===== src/rtl/cla_pkg.sv =====
// Shared helpers for the pipelined carry-lookahead adder.
//   chunk_w          : bits handled by one pipeline stage (WIDTH/STAGES)
//   groups_per_chunk : lookahead groups of BLOCK bits inside one stage
//   cfg_ok           : elaboration-time legality check of a parameter set
package cla_pkg;

    localparam int DEF_WIDTH  = 16;
    localparam int DEF_STAGES = 2;
    localparam int DEF_BLOCK  = 4;

    function automatic int chunk_w(input int width, input int stages);
        return width / stages;
    endfunction

    function automatic int groups_per_chunk(input int width, input int stages, input int block);
        return width / (stages * block);
    endfunction

    function automatic bit cfg_ok(input int width, input int stages, input int block);
        return (stages >= 1) && (block >= 1) && (width >= stages * block) &&
               ((width % (stages * block)) == 0);
    endfunction

endpackage


===== src/rtl/cla_block.sv =====
// Combinational BLOCK-bit carry-lookahead group.
//   a, b   : group operands
//   cin    : carry into the group
//   sum    : group sum bits
//   gp, gg : group propagate / generate (both independent of cin)
//   c_msb  : carry into the group's most significant bit
module cla_block #(
    parameter int BLOCK = 4
) (
    input  logic [BLOCK-1:0] a,
    input  logic [BLOCK-1:0] b,
    input  logic             cin,
    output logic [BLOCK-1:0] sum,
    output logic             gp,
    output logic             gg,
    output logic             c_msb
);

    logic [BLOCK-1:0] p;
    logic [BLOCK-1:0] g;

    assign p  = a ^ b;
    assign g  = a & b;
    assign gp = &p;

    // gp/gg are kept in logic that never sees cin, so the second-level
    // lookahead that feeds cin back from them forms no combinational loop.
    always_comb begin : gen_chain
        logic acc;
        acc = 1'b0;
        for (int i = 0; i < BLOCK; i++) begin
            acc = g[i] | (p[i] & acc);
        end
        gg = acc;
    end

    always_comb begin : carry_chain
        logic carry;
        carry = cin;
        sum   = '0;
        c_msb = 1'b0;
        for (int i = 0; i < BLOCK; i++) begin
            sum[i] = p[i] ^ carry;
            if (i == BLOCK - 1) begin
                c_msb = carry;
            end
            carry = g[i] | (p[i] & carry);
        end
    end

endmodule


===== src/rtl/cla_pipe_adder.sv =====
// Pipelined carry-lookahead adder/subtractor with valid/ready on both sides.
//   clk, rst                     : clock, asynchronous active-high reset
//   in_valid/in_ready            : operand handshake
//   in_a, in_b, in_cin, in_sub   : operands, carry/borrow in, 1 = subtract
//   out_valid/out_ready          : result handshake
//   out_sum, out_cout, out_ovf   : result, raw carry-out, signed overflow
//   out_gp, out_gg               : word group propagate / generate
// Rank 0 registers the prepared operands; rank k+1 holds the result of
// stage k, so a transfer accepted on edge N is visible after edge N+STAGES.
module cla_pipe_adder
    import cla_pkg::*;
#(
    parameter int WIDTH  = DEF_WIDTH,
    parameter int STAGES = DEF_STAGES,
    parameter int BLOCK  = DEF_BLOCK
) (
    input  logic             clk,
    input  logic             rst,
    input  logic             in_valid,
    output logic             in_ready,
    input  logic [WIDTH-1:0] in_a,
    input  logic [WIDTH-1:0] in_b,
    input  logic             in_cin,
    input  logic             in_sub,
    output logic             out_valid,
    input  logic             out_ready,
    output logic [WIDTH-1:0] out_sum,
    output logic             out_cout,
    output logic             out_ovf,
    output logic             out_gp,
    output logic             out_gg
);

    localparam int C = chunk_w(WIDTH, STAGES);
    localparam int G = groups_per_chunk(WIDTH, STAGES, BLOCK);
    localparam logic [WIDTH-1:0] CHUNK_ONES = WIDTH'({C{1'b1}});

    if (!cfg_ok(WIDTH, STAGES, BLOCK)) begin : g_bad_cfg
        $fatal(1, "cla_pipe_adder: WIDTH must be a multiple of STAGES*BLOCK");
    end

    // Pipeline ranks 0..STAGES; a/b carry the not-yet-added upper bits,
    // s accumulates finished low sum bits.
    logic             v_q  [STAGES+1];
    logic [WIDTH-1:0] a_q  [STAGES+1];
    logic [WIDTH-1:0] b_q  [STAGES+1];
    logic [WIDTH-1:0] s_q  [STAGES+1];
    logic             c_q  [STAGES+1];
    logic             gp_q [STAGES+1];
    logic             gg_q [STAGES+1];
    logic             cm_q [STAGES+1];

    logic [C-1:0]     cs_nx [STAGES];
    logic             c_nx  [STAGES];
    logic             gp_nx [STAGES];
    logic             gg_nx [STAGES];
    logic             cm_nx [STAGES];

    logic stall;

    assign stall    = v_q[STAGES] & ~out_ready;
    assign in_ready = ~stall;

    for (genvar k = 0; k < STAGES; k++) begin : g_stage
        logic [G-1:0] grp_p;
        logic [G-1:0] grp_g;
        logic [G-1:0] grp_cm;
        logic [G:0]   grp_c;
        logic [C-1:0] chunk_sum;
        logic         ch_gp;
        logic         ch_gg;
        logic         unused_cm;

        for (genvar j = 0; j < G; j++) begin : g_grp
            cla_block #(.BLOCK(BLOCK)) u_blk (
                .a     (a_q[k][k*C + j*BLOCK +: BLOCK]),
                .b     (b_q[k][k*C + j*BLOCK +: BLOCK]),
                .cin   (grp_c[j]),
                .sum   (chunk_sum[j*BLOCK +: BLOCK]),
                .gp    (grp_p[j]),
                .gg    (grp_g[j]),
                .c_msb (grp_cm[j])
            );
        end

        // Second-level lookahead across the groups of this chunk.
        always_comb begin
            grp_c[0] = c_q[k];
            ch_gp    = 1'b1;
            ch_gg    = 1'b0;
            for (int j = 0; j < G; j++) begin
                grp_c[j+1] = grp_g[j] | (grp_p[j] & grp_c[j]);
                ch_gg      = grp_g[j] | (grp_p[j] & ch_gg);
                ch_gp      = ch_gp & grp_p[j];
            end
        end

        // Only the top group's MSB carry matters (word overflow, last stage).
        assign unused_cm = ^grp_cm;

        assign cs_nx[k] = chunk_sum;
        assign c_nx[k]  = grp_c[G];
        assign gp_nx[k] = ch_gp;
        assign gg_nx[k] = ch_gg;
        assign cm_nx[k] = grp_cm[G-1];
    end

    always_ff @(posedge clk or posedge rst) begin
        if (rst) begin
            for (int i = 0; i <= STAGES; i++) begin
                v_q[i]  <= 1'b0;
                a_q[i]  <= '0;
                b_q[i]  <= '0;
                s_q[i]  <= '0;
                c_q[i]  <= 1'b0;
                gp_q[i] <= 1'b0;
                gg_q[i] <= 1'b0;
                cm_q[i] <= 1'b0;
            end
        end else if (!stall) begin
            v_q[0]  <= in_valid;
            a_q[0]  <= in_a;
            b_q[0]  <= in_sub ? ~in_b : in_b;
            c_q[0]  <= in_sub ^ in_cin;
            s_q[0]  <= '0;
            gp_q[0] <= 1'b1;
            gg_q[0] <= 1'b0;
            cm_q[0] <= 1'b0;
            for (int k = 0; k < STAGES; k++) begin
                v_q[k+1]  <= v_q[k];
                a_q[k+1]  <= a_q[k];
                b_q[k+1]  <= b_q[k];
                s_q[k+1]  <= (s_q[k] & ~(CHUNK_ONES << (k*C))) |
                             (WIDTH'(cs_nx[k]) << (k*C));
                c_q[k+1]  <= c_nx[k];
                gp_q[k+1] <= gp_q[k] & gp_nx[k];
                gg_q[k+1] <= gg_nx[k] | (gp_nx[k] & gg_q[k]);
                cm_q[k+1] <= cm_nx[k];
            end
        end
    end

    assign out_valid = v_q[STAGES];
    assign out_sum   = s_q[STAGES];
    assign out_cout  = c_q[STAGES];
    assign out_ovf   = c_q[STAGES] ^ cm_q[STAGES];
    assign out_gp    = gp_q[STAGES];
    assign out_gg    = gg_q[STAGES];

endmodule

===== config.mk =====
export PLATFORM = sky130hd
export DESIGN_NAME = cla_pipe_adder
export DESIGN_NICKNAME = d
export VERILOG_FILES = /design/src/rtl/cla_pkg.sv /design/src/rtl/cla_block.sv /design/src/rtl/cla_pipe_adder.sv
export SDC_FILE = /design/constraint.sdc
export NUM_CORES = 1
export LEC_CHECK = 0
export CELL_PAD_IN_SITES_DETAIL_PLACEMENT = 0
export CELL_PAD_IN_SITES_GLOBAL_PLACEMENT = 1
export CORE_MARGIN = 10
export CORE_UTILIZATION = 43
export CTS_BUF_LIST = sky130_fd_sc_hd__clkbuf_4
export DETAILED_ROUTE_END_ITERATION = 7
export GPL_TIMING_DRIVEN = 0
export MAX_ROUTING_LAYER = met4
export PLACE_DENSITY = 0.83
export SETUP_SLACK_MARGIN = 0.2
export SYNTH_ARGS = -nofsm -noshare
export SYNTH_HDL_FRONTEND = slang
export SYNTH_SLANG_ARGS = --single-unit

===== constraint.sdc =====
create_clock -name clk -period 3.6 [get_ports clk]
set_clock_uncertainty 0.2 [all_clocks]
set_input_delay 0.36 -clock clk [delete_from_list [all_inputs] [get_ports clk]]
set_output_delay 0.36 -clock clk [all_outputs]
set_load 0.1 [all_outputs]

==> run summary <==
status = finished, final reports clean
Initial Utilization = 44.2%
I/O pin total = 60
end point of the critical path = in_ready
max-slew violation count = 0
worst reg2reg path endpoint = s_q[23]$_DFFE_PP0N_
DRT Wirelength = 8640 um
Post-CTS Resized = 0
origin of the worst setup path = out_valid$_DFFE_PP0N_
area used by multi-input combinational logic = 1670 um^2
Sinks on Clock Net = 84
IO buf count = 58
power density over the cells = 910 nW/um^2
Worst path max stage delay = 1.15 ns
final setup violation count = 0
fraction of final layout cells with drive strength greater than 1 = 11.2%
R2R depth = 8
Synth cell types = 28
switching power = 2.25 mW
post-cts hold buffer count = 0
Final GP Congestion = 0.865
flop and latch count out of synthesis = 84
slack of the worst reg-to-reg path = 0.68 ns
first-pass GRT wire length = 14500 um
cell with the biggest individual delay on the critical path = sky130_fd_sc_hd__clkdlybuf4s50_1
switching share of total power = 49.8%
critical path buffer and inverter count = 5
total CTS buffers = 9
pin slew with the least headroom to its limit = 0.982 ns
Post-CTS Setup Repair Bufs = 0
clock period minus final worst setup slack = 3.20 ns
worst setup path class = flop to output port
total internal power = 2.27 mW
most frequent cell on the critical path = sky130_fd_sc_hd__buf_6
synthesized area divided by synthesized cell count = 9.65 um^2
number of antenna violations at the first check in global routing = 1
critical path data required time = 3.04 ns
floorplan die height = 117 um
cell area after synthesis = 4080 um^2
CTS root buffer = sky130_fd_sc_hd__clkbuf_4
largest fanout on the critical path = 10
post-DR wirelength/cell = 13.8 um
post-detailed-route DRC marker count = 0
routed vias = 2888
overall die area = 13800 um^2
final hold slack = 0.0305 ns
FF+latch area = 2100 um^2
pre-CTS setup slack = 0.440 ns
register share of total power = 33.6%
Leak Pwr = 2.38 nW
global-route congestion overflow total = 0
H-tree depth = 3
CP Data Arrival Time = 2.64 ns
Worst R2R Start = a_q[33]$_DFFE_PP0N_
sequential cell area fraction in the yosys report = 51.5%
number of standard-cell rows in the floorplan = 35
post-detailed-route count of antenna-violating nets = 0
kind of capture point of the worst setup path = output port
CP Cell Sequence = nor2b_4 -> buf_6 -> inv_2 -> buf_6 -> buf_6 -> clkdlybuf4s50_1
post-detail-place hpwl = 6630 um
share of the clock period used by the worst path = 88.8%
post-CTS clock slew at the launch and capture registers of the worst setup and hold paths = 0.15 ns
timing-limited maximum frequency = 0.313 GHz
least setup slack across all paths after layout = 0.402 ns
critical path's top delay family = buffers and inverters
number of buffers between clock root and the deepest sink = 2
number of global-route vias before repair = 2984
P&R area growth vs syn = 21.9%
FILL cells = 895
launching element type of the critical path = flop
DRC violation total after the first TritonRoute iteration = 110
largest net degree at the start of global routing = 58
RSZ-0062 raised after global routing = false
final number of hold-violating endpoints = 0
worst max-slew margin expressed relative to the limit = 34.3%
IR drop worst, VDD = 402 uV
Synth Warn # = 0
clock power share = 10.9%
total track usage = 13.0%
Hold WC Path Type = primary input to asynchronous set/reset pin
x dimension of the die = 117 um
number of max-cap violations = 0
via density per instance = 4.60
gate count after technology mapping = 423
placeable core area = 9240 um^2
worst-skew pair later-pin latency = 0.45 ns
number of nets in the synthesized netlist = 489
count of nets after finishing = 559
proportion of power drawn by combinational gates = 55.5%
clock tree from TritonCTS = yes
Initial DRT Pass Iterations = 4
instance count on the critical path = 6
-- routing by layer --
layer | wire, um | vias to the layer above | global-route usage [%]
met2 | 3930 | 61 | 19.8
met5 | 0 | - | -
met4 | 173 | 0 | 5.49
met3 | 335 | 12 | 2.35
li1 | - | 1463 | -
met1 | 4200 | 1352 | 16.7
-- how the worst min path moves through the flow --
stage,start,cells past startpoint,to
3_3_place_gp,v_q[1]$_DFFE_PP0N_,2,v_q[1]$_DFFE_PP0N_
4_1_cts,rst,2,out_sum[2]$_DFFE_PP0N_
6_report,rst,2,out_sum[9]$_DFFE_PP0N_
3_5_place_dp,v_q[1]$_DFFE_PP0N_,2,v_q[1]$_DFFE_PP0N_
2_1_floorplan,v_q[1]$_DFFE_PP0N_,2,v_q[1]$_DFFE_PP0N_
5_1_grt,rst,2,out_sum[6]$_DFFE_PP0N_
-- power by group through the flow --
stage / combinational (mW) / clock (mW) / sequential (mW)
2_1_floorplan: 1.84 / 0 / 1.59
3_3_place_gp: 2.48 / 0 / 1.53
3_5_place_dp: 2.52 / 0 / 1.55
4_1_cts: 2.53 / 0.501 / 1.53
5_1_grt: 2.73 / 0.541 / 1.58
6_report: 2.51 / 0.495 / 1.52
-- cells in the mapped netlist --
master | count | area [um^2]
sky130_fd_sc_hd__a21oi_1 | 7 | 35.0
sky130_fd_sc_hd__inv_2 | 1 | 3.75
sky130_fd_sc_hd__buf_2 | 5 | 25.0
sky130_fd_sc_hd__a21oi_2 | 4 | 35.0
sky130_fd_sc_hd__o31ai_1 | 1 | 7.51
sky130_fd_sc_hd__o21ai_0 | 27 | 135
sky130_fd_sc_hd__xnor2_1 | 18 | 158
sky130_fd_sc_hd__and4_1 | 2 | 17.5
sky130_fd_sc_hd__o21ai_1 | 1 | 5.00
sky130_fd_sc_hd__a22oi_1 | 2 | 15.0
sky130_fd_sc_hd__nand2b_1 | 2 | 12.5
sky130_fd_sc_hd__dfrtp_1 | 84 | 2100
sky130_fd_sc_hd__nor3_1 | 3 | 15.0
sky130_fd_sc_hd__inv_1 | 13 | 48.8
sky130_fd_sc_hd__o221ai_1 | 2 | 17.5
sky130_fd_sc_hd__fa_1 | 12 | 240
sky130_fd_sc_hd__buf_4 | 21 | 158
sky130_fd_sc_hd__nor2b_4 | 1 | 13.8
sky130_fd_sc_hd__clkbuf_1 | 5 | 18.8
sky130_fd_sc_hd__a211oi_1 | 2 | 15.0
sky130_fd_sc_hd__buf_6 | 5 | 56.3
sky130_fd_sc_hd__ha_1 | 16 | 200
sky130_fd_sc_hd__nand2_1 | 172 | 646
sky130_fd_sc_hd__xor2_1 | 4 | 35.0
sky130_fd_sc_hd__nand4_1 | 2 | 12.5
sky130_fd_sc_hd__nor2_1 | 9 | 33.8
sky130_fd_sc_hd__a21o_1 | 1 | 7.51
sky130_fd_sc_hd__o221ai_2 | 1 | 15.0
-- kinds of logic (layout without fill, tap and decap cells) --
group,Yosys count,after routing,share of synthesized area [%]
other cells,0,1,0
xor+xnor,22,22,4.72
simple gates,191,191,18.4
buf+inv,50,125,7.60
compound gates,48,48,7.05
flops,84,84,51.5
fa+ha+maj,28,28,10.8
-- registers in the layout (all words and copies together), names as in the netlist, 2 cells and up --
| signal | flops |
|---|---|
| a_q | 24 |
| b_q | 24 |
| c_q | 2 |
| gp_q | 2 |
| out_sum | 16 |
| s_q | 8 |
| v_q | 2 |
-- cell usage in the layout (no fill, tap or decap), types with 3 or more instances in the layout --
cell type,n
sky130_fd_sc_hd__inv_1,12
sky130_fd_sc_hd__xnor2_1,18
sky130_fd_sc_hd__dfrtp_1,84
sky130_fd_sc_hd__nor3_1,3
sky130_fd_sc_hd__buf_4,21
sky130_fd_sc_hd__a21oi_2,4
sky130_fd_sc_hd__nor2_1,9
sky130_fd_sc_hd__xor2_1,4
sky130_fd_sc_hd__fa_1,12
sky130_fd_sc_hd__clkdlybuf4s50_1,58
sky130_fd_sc_hd__clkbuf_1,5
sky130_fd_sc_hd__nand2_1,172
sky130_fd_sc_hd__a21oi_1,7
sky130_fd_sc_hd__o21ai_0,27
sky130_fd_sc_hd__clkbuf_4,9
sky130_fd_sc_hd__buf_2,5
sky130_fd_sc_hd__ha_1,16
sky130_fd_sc_hd__buf_6,5
-- worst register-to-register path: stages (launching register included) --
cell,delay (ns)
sky130_fd_sc_hd__dfrtp_1,0.45
sky130_fd_sc_hd__ha_1,0.32
sky130_fd_sc_hd__a21oi_1,0.17
sky130_fd_sc_hd__o221ai_1,0.22
sky130_fd_sc_hd__fa_1,0.43
sky130_fd_sc_hd__fa_1,0.39
sky130_fd_sc_hd__fa_1,0.39
sky130_fd_sc_hd__xnor2_1,0.16
sky130_fd_sc_hd__o21ai_0,0.08
-- cell type report --
type,instances,area share [%]
Antenna cell,1,0.0503
Clock inverter,7,1.03
Multi-Input combinational cell,289,33.6
Clock buffer,9,1.36
Inverter,14,1.11
Sequential cell,84,42.2
Buffer,36,5.18
Timing Repair Buffer,59,12.2
Tap cell,129,3.24
-- metrics by stage --
step | std cells | utilization (%) | TNS, ns | instance area, um^2 | total power, mW
after floorplan | 423 | - | 0 | 4080 | 3.43
after global placement | 610 | 52.2 | -36.08 | 4830 | 4.01
after detailed placement | 611 | 52.6 | 0 | 4860 | 4.07
after CTS | 627 | 53.8 | 0 | 4970 | 4.56
after global routing | 628 | 53.9 | 0 | 4980 | 4.84
final | 628 | 53.9 | 0 | 4980 | 4.53
Note: power is estimated with default switching activity, not from simulation.
